**src/rtl/display_scan_decoder_if.sv**
```systemverilog
// Bus bundle for the multiplexed seven-segment scan: active-low digit select and
// segments in, decoded/verified frame state out.
interface display_scan_decoder_if;
    logic [7:0] control;
    logic [7:0] value;
    logic [5:0] johnson;
    logic [3:0] count;
    logic       frame_valid;
    logic       frame_err;
    logic [1:0] err_type;
    logic       stale;

    modport master (
        output control, value,
        input  johnson, count, frame_valid, frame_err, err_type, stale
    );

    modport slave (
        input  control, value,
        output johnson, count, frame_valid, frame_err, err_type, stale
    );
endinterface

```
**src/rtl/display_scan_decoder.sv**
```systemverilog
// Loopback monitor for the 8-digit scanned display: debounces digits, decodes segments,
// rebuilds the Johnson state and decimal count, and cross-checks the two.
module display_scan_decoder #(
    parameter int unsigned STABLE_CYCLES = 4,
    parameter int unsigned TIMEOUT       = 50000
) (
    input logic                   clock,
    input logic                   reset,
    display_scan_decoder_if.slave bus
);
    localparam int unsigned SW = $clog2(STABLE_CYCLES + 1);
    localparam int unsigned TW = $clog2(TIMEOUT + 1);

    typedef enum logic [1:0] {HUNT, COLLECT, CHECK} state_t;

    state_t         r_state, w_next;
    logic [15:0]    r_samp;
    logic [SW-1:0]  r_stab;
    logic [3:0]     r_last_idx;
    logic [TW-1:0]  r_to;
    logic           r_stale_d;
    logic [5:0]     r_jc;
    logic [3:0]     r_units, r_tens;
    logic           r_bad;
    logic [2:0]     r_exp;
    logic [5:0]     r_jc_out;
    logic [3:0]     r_cnt_out;
    logic           r_fv, r_fe;
    logic [1:0]     r_err;

    logic [7:0]     w_sel;
    logic           w_onehot;
    logic [2:0]     w_idx;
    logic           w_accept;
    logic [4:0]     w_dec;
    logic           w_dig_ok;
    logic           w_stale, w_stale_rise;
    logic           w_start, w_store, w_seq_err, w_do_check;
    logic [7:0]     w_sum;
    logic           w_jc_legal;
    logic [1:0]     w_chk_err;

    // Returns {valid, numeral}; dp is not part of the pattern.
    function automatic logic [4:0] seg_decode(input logic [6:0] s);
        case (s)
            7'h40:   return {1'b1, 4'd0};
            7'h79:   return {1'b1, 4'd1};
            7'h24:   return {1'b1, 4'd2};
            7'h30:   return {1'b1, 4'd3};
            7'h19:   return {1'b1, 4'd4};
            7'h12:   return {1'b1, 4'd5};
            7'h02:   return {1'b1, 4'd6};
            7'h78:   return {1'b1, 4'd7};
            7'h00:   return {1'b1, 4'd8};
            7'h10:   return {1'b1, 4'd9};
            default: return 5'b0;
        endcase
    endfunction

    function automatic logic [5:0] jc_of(input logic [3:0] n);
        case (n)
            4'd0:    return 6'b000000;
            4'd1:    return 6'b000001;
            4'd2:    return 6'b000011;
            4'd3:    return 6'b000111;
            4'd4:    return 6'b001111;
            4'd5:    return 6'b011111;
            4'd6:    return 6'b111111;
            4'd7:    return 6'b111110;
            4'd8:    return 6'b111100;
            4'd9:    return 6'b111000;
            4'd10:   return 6'b110000;
            4'd11:   return 6'b100000;
            default: return 6'b000000;
        endcase
    endfunction

    // Single input register; the stability count includes the sample just captured.
    always_ff @(posedge clock or posedge reset) begin
        if (reset) begin
            r_samp <= '1;
            r_stab <= '0;
        end else begin
            r_samp <= {bus.control, bus.value};
            if ({bus.control, bus.value} != r_samp)
                r_stab <= SW'(1);
            else if (r_stab != SW'(STABLE_CYCLES))
                r_stab <= r_stab + 1'b1;
        end
    end

    assign w_sel    = ~r_samp[15:8];
    assign w_onehot = $onehot(w_sel);

    always_comb begin
        w_idx = '0;
        for (int unsigned k = 0; k < 8; k++)
            if (w_sel[k]) w_idx = 3'(k);
    end

    // r_last_idx of 8 means nothing accepted yet, so any first digit qualifies.
    assign w_accept = w_onehot && (r_stab == SW'(STABLE_CYCLES)) &&
                      ({1'b0, w_idx} != r_last_idx);

    assign w_dec = seg_decode(r_samp[6:0]);

    always_comb begin
        w_dig_ok = w_dec[4];
        if (w_idx == 3'd6)
            w_dig_ok = w_dig_ok && !r_samp[7];
        else
            w_dig_ok = w_dig_ok && r_samp[7] && (w_dec[3:0] <= 4'd1);
    end

    assign w_stale      = (r_to == TW'(TIMEOUT));
    assign w_stale_rise = w_stale && !r_stale_d;

    always_ff @(posedge clock or posedge reset) begin
        if (reset) begin
            r_to       <= TW'(TIMEOUT);
            r_stale_d  <= 1'b1;
            r_last_idx <= 4'd8;
        end else begin
            r_stale_d <= w_stale;
            if (w_accept) begin
                r_to       <= '0;
                r_last_idx <= {1'b0, w_idx};
            end else if (!w_stale) begin
                r_to <= r_to + 1'b1;
            end
        end
    end

    always_ff @(posedge clock or posedge reset) begin
        if (reset) r_state <= HUNT;
        else       r_state <= w_next;
    end

    always_comb begin
        w_next     = r_state;
        w_start    = 1'b0;
        w_store    = 1'b0;
        w_seq_err  = 1'b0;
        w_do_check = 1'b0;
        case (r_state)
            HUNT: begin
                if (w_accept && w_idx == 3'd0) begin
                    w_start = 1'b1;
                    w_next  = COLLECT;
                end
            end
            COLLECT: begin
                if (w_accept) begin
                    if (w_idx == 3'd0) begin
                        w_start = 1'b1;
                    end else if (w_idx == r_exp) begin
                        w_store = 1'b1;
                        if (w_idx == 3'd7) w_next = CHECK;
                    end else begin
                        w_seq_err = 1'b1;
                        w_next    = HUNT;
                    end
                end
            end
            CHECK: begin
                w_do_check = 1'b1;
                w_next     = HUNT;
            end
            default: w_next = HUNT;
        endcase
        // Loss of scan abandons any frame in progress.
        if (w_stale_rise) begin
            w_next    = HUNT;
            w_start   = 1'b0;
            w_store   = 1'b0;
            w_seq_err = 1'b0;
        end
    end

    always_ff @(posedge clock or posedge reset) begin
        if (reset) begin
            r_jc    <= '0;
            r_units <= '0;
            r_tens  <= '0;
            r_bad   <= 1'b0;
            r_exp   <= '0;
        end else if (w_start) begin
            r_jc    <= {5'b0, w_dec[0]};
            r_units <= '0;
            r_tens  <= '0;
            r_bad   <= !w_dig_ok;
            r_exp   <= 3'd1;
        end else if (w_store) begin
            r_exp <= r_exp + 1'b1;
            r_bad <= r_bad | !w_dig_ok;
            if (w_idx == 3'd6)
                r_units <= w_dec[3:0];
            else if (w_idx == 3'd7)
                r_tens <= w_dec[3:0];
            else
                r_jc[w_idx] <= w_dec[0];
        end
    end

    assign w_sum = 8'(r_tens) * 8'd10 + 8'(r_units);

    always_comb begin
        w_jc_legal = 1'b0;
        for (int unsigned n = 0; n < 12; n++)
            if (r_jc == jc_of(4'(n))) w_jc_legal = 1'b1;
        w_chk_err = 2'b00;
        if (r_bad)
            w_chk_err = 2'b01;
        else if (w_sum > 8'd11 || !w_jc_legal)
            w_chk_err = 2'b11;
        else if (jc_of(w_sum[3:0]) != r_jc)
            w_chk_err = 2'b11;
    end

    always_ff @(posedge clock or posedge reset) begin
        if (reset) begin
            r_jc_out  <= '0;
            r_cnt_out <= '0;
            r_fv      <= 1'b0;
            r_fe      <= 1'b0;
            r_err     <= 2'b00;
        end else begin
            r_fv <= 1'b0;
            r_fe <= 1'b0;
            if (w_do_check) begin
                r_err <= w_chk_err;
                if (w_chk_err == 2'b00) begin
                    r_fv      <= 1'b1;
                    r_jc_out  <= r_jc;
                    r_cnt_out <= w_sum[3:0];
                end else begin
                    r_fe <= 1'b1;
                end
            end else if (w_seq_err) begin
                r_fe  <= 1'b1;
                r_err <= 2'b10;
            end
        end
    end

    assign bus.johnson     = r_jc_out;
    assign bus.count       = r_cnt_out;
    assign bus.frame_valid = r_fv;
    assign bus.frame_err   = r_fe;
    assign bus.err_type    = r_err;
    assign bus.stale       = w_stale;
endmodule

```
**src/flat_wrapper.sv**
```systemverilog
// flat-port wrapper written by rule: the top's interface ports become plain ports
module display_scan_decoder_flat 
#(
    parameter int unsigned STABLE_CYCLES = 4,
    parameter int unsigned TIMEOUT       = 50000
)
  (clock, reset, bus_control, bus_value, bus_johnson, bus_count, bus_frame_valid, bus_frame_err, bus_err_type, bus_stale);
  display_scan_decoder_if bus_i ();
  input logic clock;
  input logic reset;
  input wire logic [$bits(bus_i.control)-1:0] bus_control;
  input wire logic [$bits(bus_i.value)-1:0] bus_value;
  output wire logic [$bits(bus_i.johnson)-1:0] bus_johnson;
  output wire logic [$bits(bus_i.count)-1:0] bus_count;
  output wire logic [$bits(bus_i.frame_valid)-1:0] bus_frame_valid;
  output wire logic [$bits(bus_i.frame_err)-1:0] bus_frame_err;
  output wire logic [$bits(bus_i.err_type)-1:0] bus_err_type;
  output wire logic [$bits(bus_i.stale)-1:0] bus_stale;
  assign bus_i.control = bus_control;
  assign bus_i.value = bus_value;
  assign bus_johnson = bus_i.johnson;
  assign bus_count = bus_i.count;
  assign bus_frame_valid = bus_i.frame_valid;
  assign bus_frame_err = bus_i.frame_err;
  assign bus_err_type = bus_i.err_type;
  assign bus_stale = bus_i.stale;
  display_scan_decoder #(.STABLE_CYCLES(STABLE_CYCLES), .TIMEOUT(TIMEOUT)) u_core (.clock(clock), .reset(reset), .bus(bus_i));
endmodule
```
**config.mk**
```make
export PLATFORM = sky130hd
export DESIGN_NAME = display_scan_decoder_flat
export DESIGN_NICKNAME = d
export VERILOG_FILES = /design/src/rtl/display_scan_decoder_if.sv /design/src/rtl/display_scan_decoder.sv /design/src/flat_wrapper.sv
export SDC_FILE = /design/constraint.sdc
export NUM_CORES = 1
export LEC_CHECK = 0
export ABC_AREA = 0
export BUFFER_PORTS_ARGS = -buffer_cell sky130_fd_sc_hd__buf_2
export CORE_AREA = 4 4 89 133
export CTS_CLUSTER_DIAMETER = 50
export DETAILED_ROUTE_END_ITERATION = 8
export DIE_AREA = 0 0 93 137
export PLACE_DENSITY = 0.64
export SLEW_MARGIN = 20
export SYNTH_ARGS = -nofsm -noshare
export SYNTH_HDL_FRONTEND = slang
export SYNTH_SLANG_ARGS = --single-unit
```
**constraint.sdc**
```tcl
create_clock -name clock -period 5.3 [get_ports clock]
set_input_delay 0.265 -clock clock [delete_from_list [all_inputs] [get_ports clock]]
set_output_delay 0.265 -clock clock [all_outputs]
set_load 0.05 [all_outputs]
```
==> results.yml <==
setup_path:
  rr_endpoint: "u_core.r_units[0]"
  cp-start-kind: "flop"
  crit_chain: "inv_1 -> ha_1 -> fa_1 -> inv_1 -> fa_1 -> inv_1 -> ha_1 -> fa_1 -> nand2b_1 -> nor4_1 -> o21ai_1 -> nor4_1 -> mux2i_1"
  critPathBufInv: 3
  end_kind: "flop"
  path_class: "flop to flop"
  reg2reg_from: "u_core.r_samp[12]"
  ff2ff_path_depth: 13
  cpPeakStageDelay_ns: 0.66
  cp.arrival_ns: 5.08
  r2r_slack_ns: 0.48
  slowest_stage: "nor4_1"
  cp_max_fo: 9
  critPathTopFamily: "adder cells"
  worstPathRequired_ns: 5.56
route:
  routed_wirelength_mm: 10.7
  viasPerCell: 5.62
  vias: 3670
  wire_per_inst_um: 16.3
  drtAntennaViolNets: 0
  drc_errors: 0
  first_pass_iters: 4
  drtIter0Drc: 159
die:
  ios: 33
  core_um2: 10600
  start_util_pct: 44.4
  die_w_um: 93
  dieArea_um2: 12700
  fp.dieH_um: 137
  row_count: 46
sta:
  clock_skew_ns: 0.00781
  min_period_over_period_pct: 90.9
  drv_slew: 0
  tns_ns: 0
  slew_headroom_pct: 36.3
  worstMarginPinSlew_ns: 0.956
  period_needed_ns: 4.82
  fmax_mhz: 208
  hold_viol_final: 0
  rsz0062_at_grt: "false"
  setup-violations-final: 0
final_layout:
  seq_area_um2: 1880
  final_cell_mix: "dfrtp_1 (50), nor2_1 (36), nand2_1 (33), buf_2 (32), inv_1 (30)"
  fill_cells: 1004
  multi_input_area_um2: 2600
  num_antenna_cells: 0
  layout_commonest_cell: "dfrtp_1"
  instances_no_fill: 653
  fin_area_um2: 5300
  utilization_pct: 50.1
  area_growth_pct: 12.7
  fin_nets: 548
  drive_gt1_share_pct: 20.2
grt:
  met1_usage_pct: 19.6
  grt_max_degree: 75
  grt_pass1_vias: 3718
  met2_usage_pct: 33.5
  use_met3_pct: 3.14
  busiest_layer: "met2"
  antenna_found_initial: 0
  grt_overflow: 0
  grt_pass1_wl_mm: 18.0
  grt_use_total_pct: 17.9
pwr:
  power_density_nw_per_um2: 255
  ir_worst_vdd_mv: 0.158
  total_power_uw: 1350
  power.leakage_uw: 0.00243
placement:
  gp_congestion: 0.882
  hpwl_mm: 7.99
  port_buffers: 32
  placed_area_um2: 4970
  placedCellCount: 637
synth:
  async_flop_share_pct: 100
  ys_seq_area_share_pct: 40.0
  synthCells: 477
  syn_avg_cell_area_um2: 9.86
  synth-main-ff-cell: "dfrtp_1"
  synth.distinct_cells: 71
  syn_area_um2: 4700
  synth-edff-count: 0
  ys_warn_count: 0
  ys_ff_latch: 74
  syn_nets: 521
min_path:
  hold_class: "primary input to flop"
  hold_path_depth: 1
  worst_hold_startpoint: "bus_value[3]"
  hold_path_end: "u_core.r_samp[3]"
clock_tree:
  cts-htree-levels: 3
  cts_resized: 0
  cts_tree: "done"
  cts.sink_count: 74
  postCtsSetupBuffers: 0
  cts_max_path_buffers: 2
  clk_latency_ns: 0.34
  cts_buffers: 9
  clk_pin_slew_worst_paths_ns: 0.06
  cts_root_buffer: "clkbuf_16"
  ctsHoldBuffers: 0
outcome:
  outcome: "finished clean"
run:
  cap_viol_max_count: 0
[Yosys cell counts, drive strengths merged, types with 5 or more instances]
cell type	instances	area share, %
nand3	16	1.7
o41ai	5	0.93
a31oi	7	0.93
inv	31	2.5
xnor2	11	2.0
dfrtp	50	27
nor4	9	1.5
buf	8	1.2
nand4	9	1.5
mux2	11	2.6
fa	6	2.6
nor3	10	1.1
ha	20	5.3
dfstp	24	13
xor2	27	5.0
nor2b	9	1.2
nor2	36	2.9
nand2b	13	1.7
a21oi	20	2.1
o21ai	12	1.4
clkbuf	12	0.96
and3	9	1.2
nand2	33	2.6
mux2i	11	2.3
o211ai	5	0.80
[power by group]
part	internal (µW)	total, µW	leakage (µW)	switching (µW)
clock	431	664	0.000167	233
combinational	37.5	97.3	0.00133	59.8
sequential	577	590	0.000935	12.7
total	1050	1350	0.00243	306
[stage by stage]
stage	setup WS [ns]	hold slack, ns
floorplan	1.08	0.269
global placement	0.694	0.389
detailed placement	0.525	0.390
CTS	0.514	0.0280
global route	0.157	0.0281
finish	0.481	0.0395
[state kept, by name (all words and copies together) (netlist names), 4 cells and up]
signal              cells
u_core.bus.count        4
u_core.bus.johnson      6
u_core.r_jc             6
u_core.r_last_idx       4
u_core.r_samp          16
u_core.r_tens           4
u_core.r_to            16
u_core.r_units          4
[per-layer routing]
metal  share of wire (%)  wire, µm
met3                 2.4       259
met2                  56      6000
met5                   0         0
met1                  39      4160
met4                 2.2       237
[cell type report]
type                    count  area share [%]
clock buffers              13            5.50
clock inverters             3           0.778
inverters                  31            2.19
multi-input cells         352            49.1
flip-flops and latches     74            35.5
well taps                 144            3.40
repair buffers             36            3.59
[worst max path at each step]
| stage | to | startpoint | cells past startpoint |
|---|---|---|---|
| 3_5_place_dp | u_core.r_units[2] | u_core.r_samp[12] | 13 |
| 2_1_floorplan | u_core.r_tens[2] | u_core.r_samp[13] | 14 |
| 6_report | u_core.r_units[0] | u_core.r_samp[12] | 13 |
| 4_1_cts | u_core.r_units[0] | u_core.r_samp[12] | 13 |
| 3_3_place_gp | u_core.r_tens[2] | u_core.r_samp[11] | 13 |
| 5_1_grt | u_core.r_units[0] | u_core.r_samp[9] | 13 |
[kinds of logic after synthesis]
kind of cell	Yosys count	share of synthesized area (%)
XOR/XNOR	38	7.07
adder cells (fa/ha/maj)	26	7.87
AO/OA/AOI/OAI	89	14.1
AND/OR/NAND/NOR	177	21.3
multiplexers	22	4.97
flip-flops	74	40.0
buffers and inverters	51	4.68
[worst register-to-register path: cells and delay by family (launching register included)]
kind / cells / cell delay [ns]
AND/OR/NAND/NOR: 3 / 1.44
multiplexers: 1 / 0.25
AO/OA/AOI/OAI: 1 / 0.44
buffers and inverters: 3 / 0.18
flip-flops: 1 / 0.60
adder cells (fa/ha/maj): 5 / 1.84
Power figures use the tool's default switching activity.
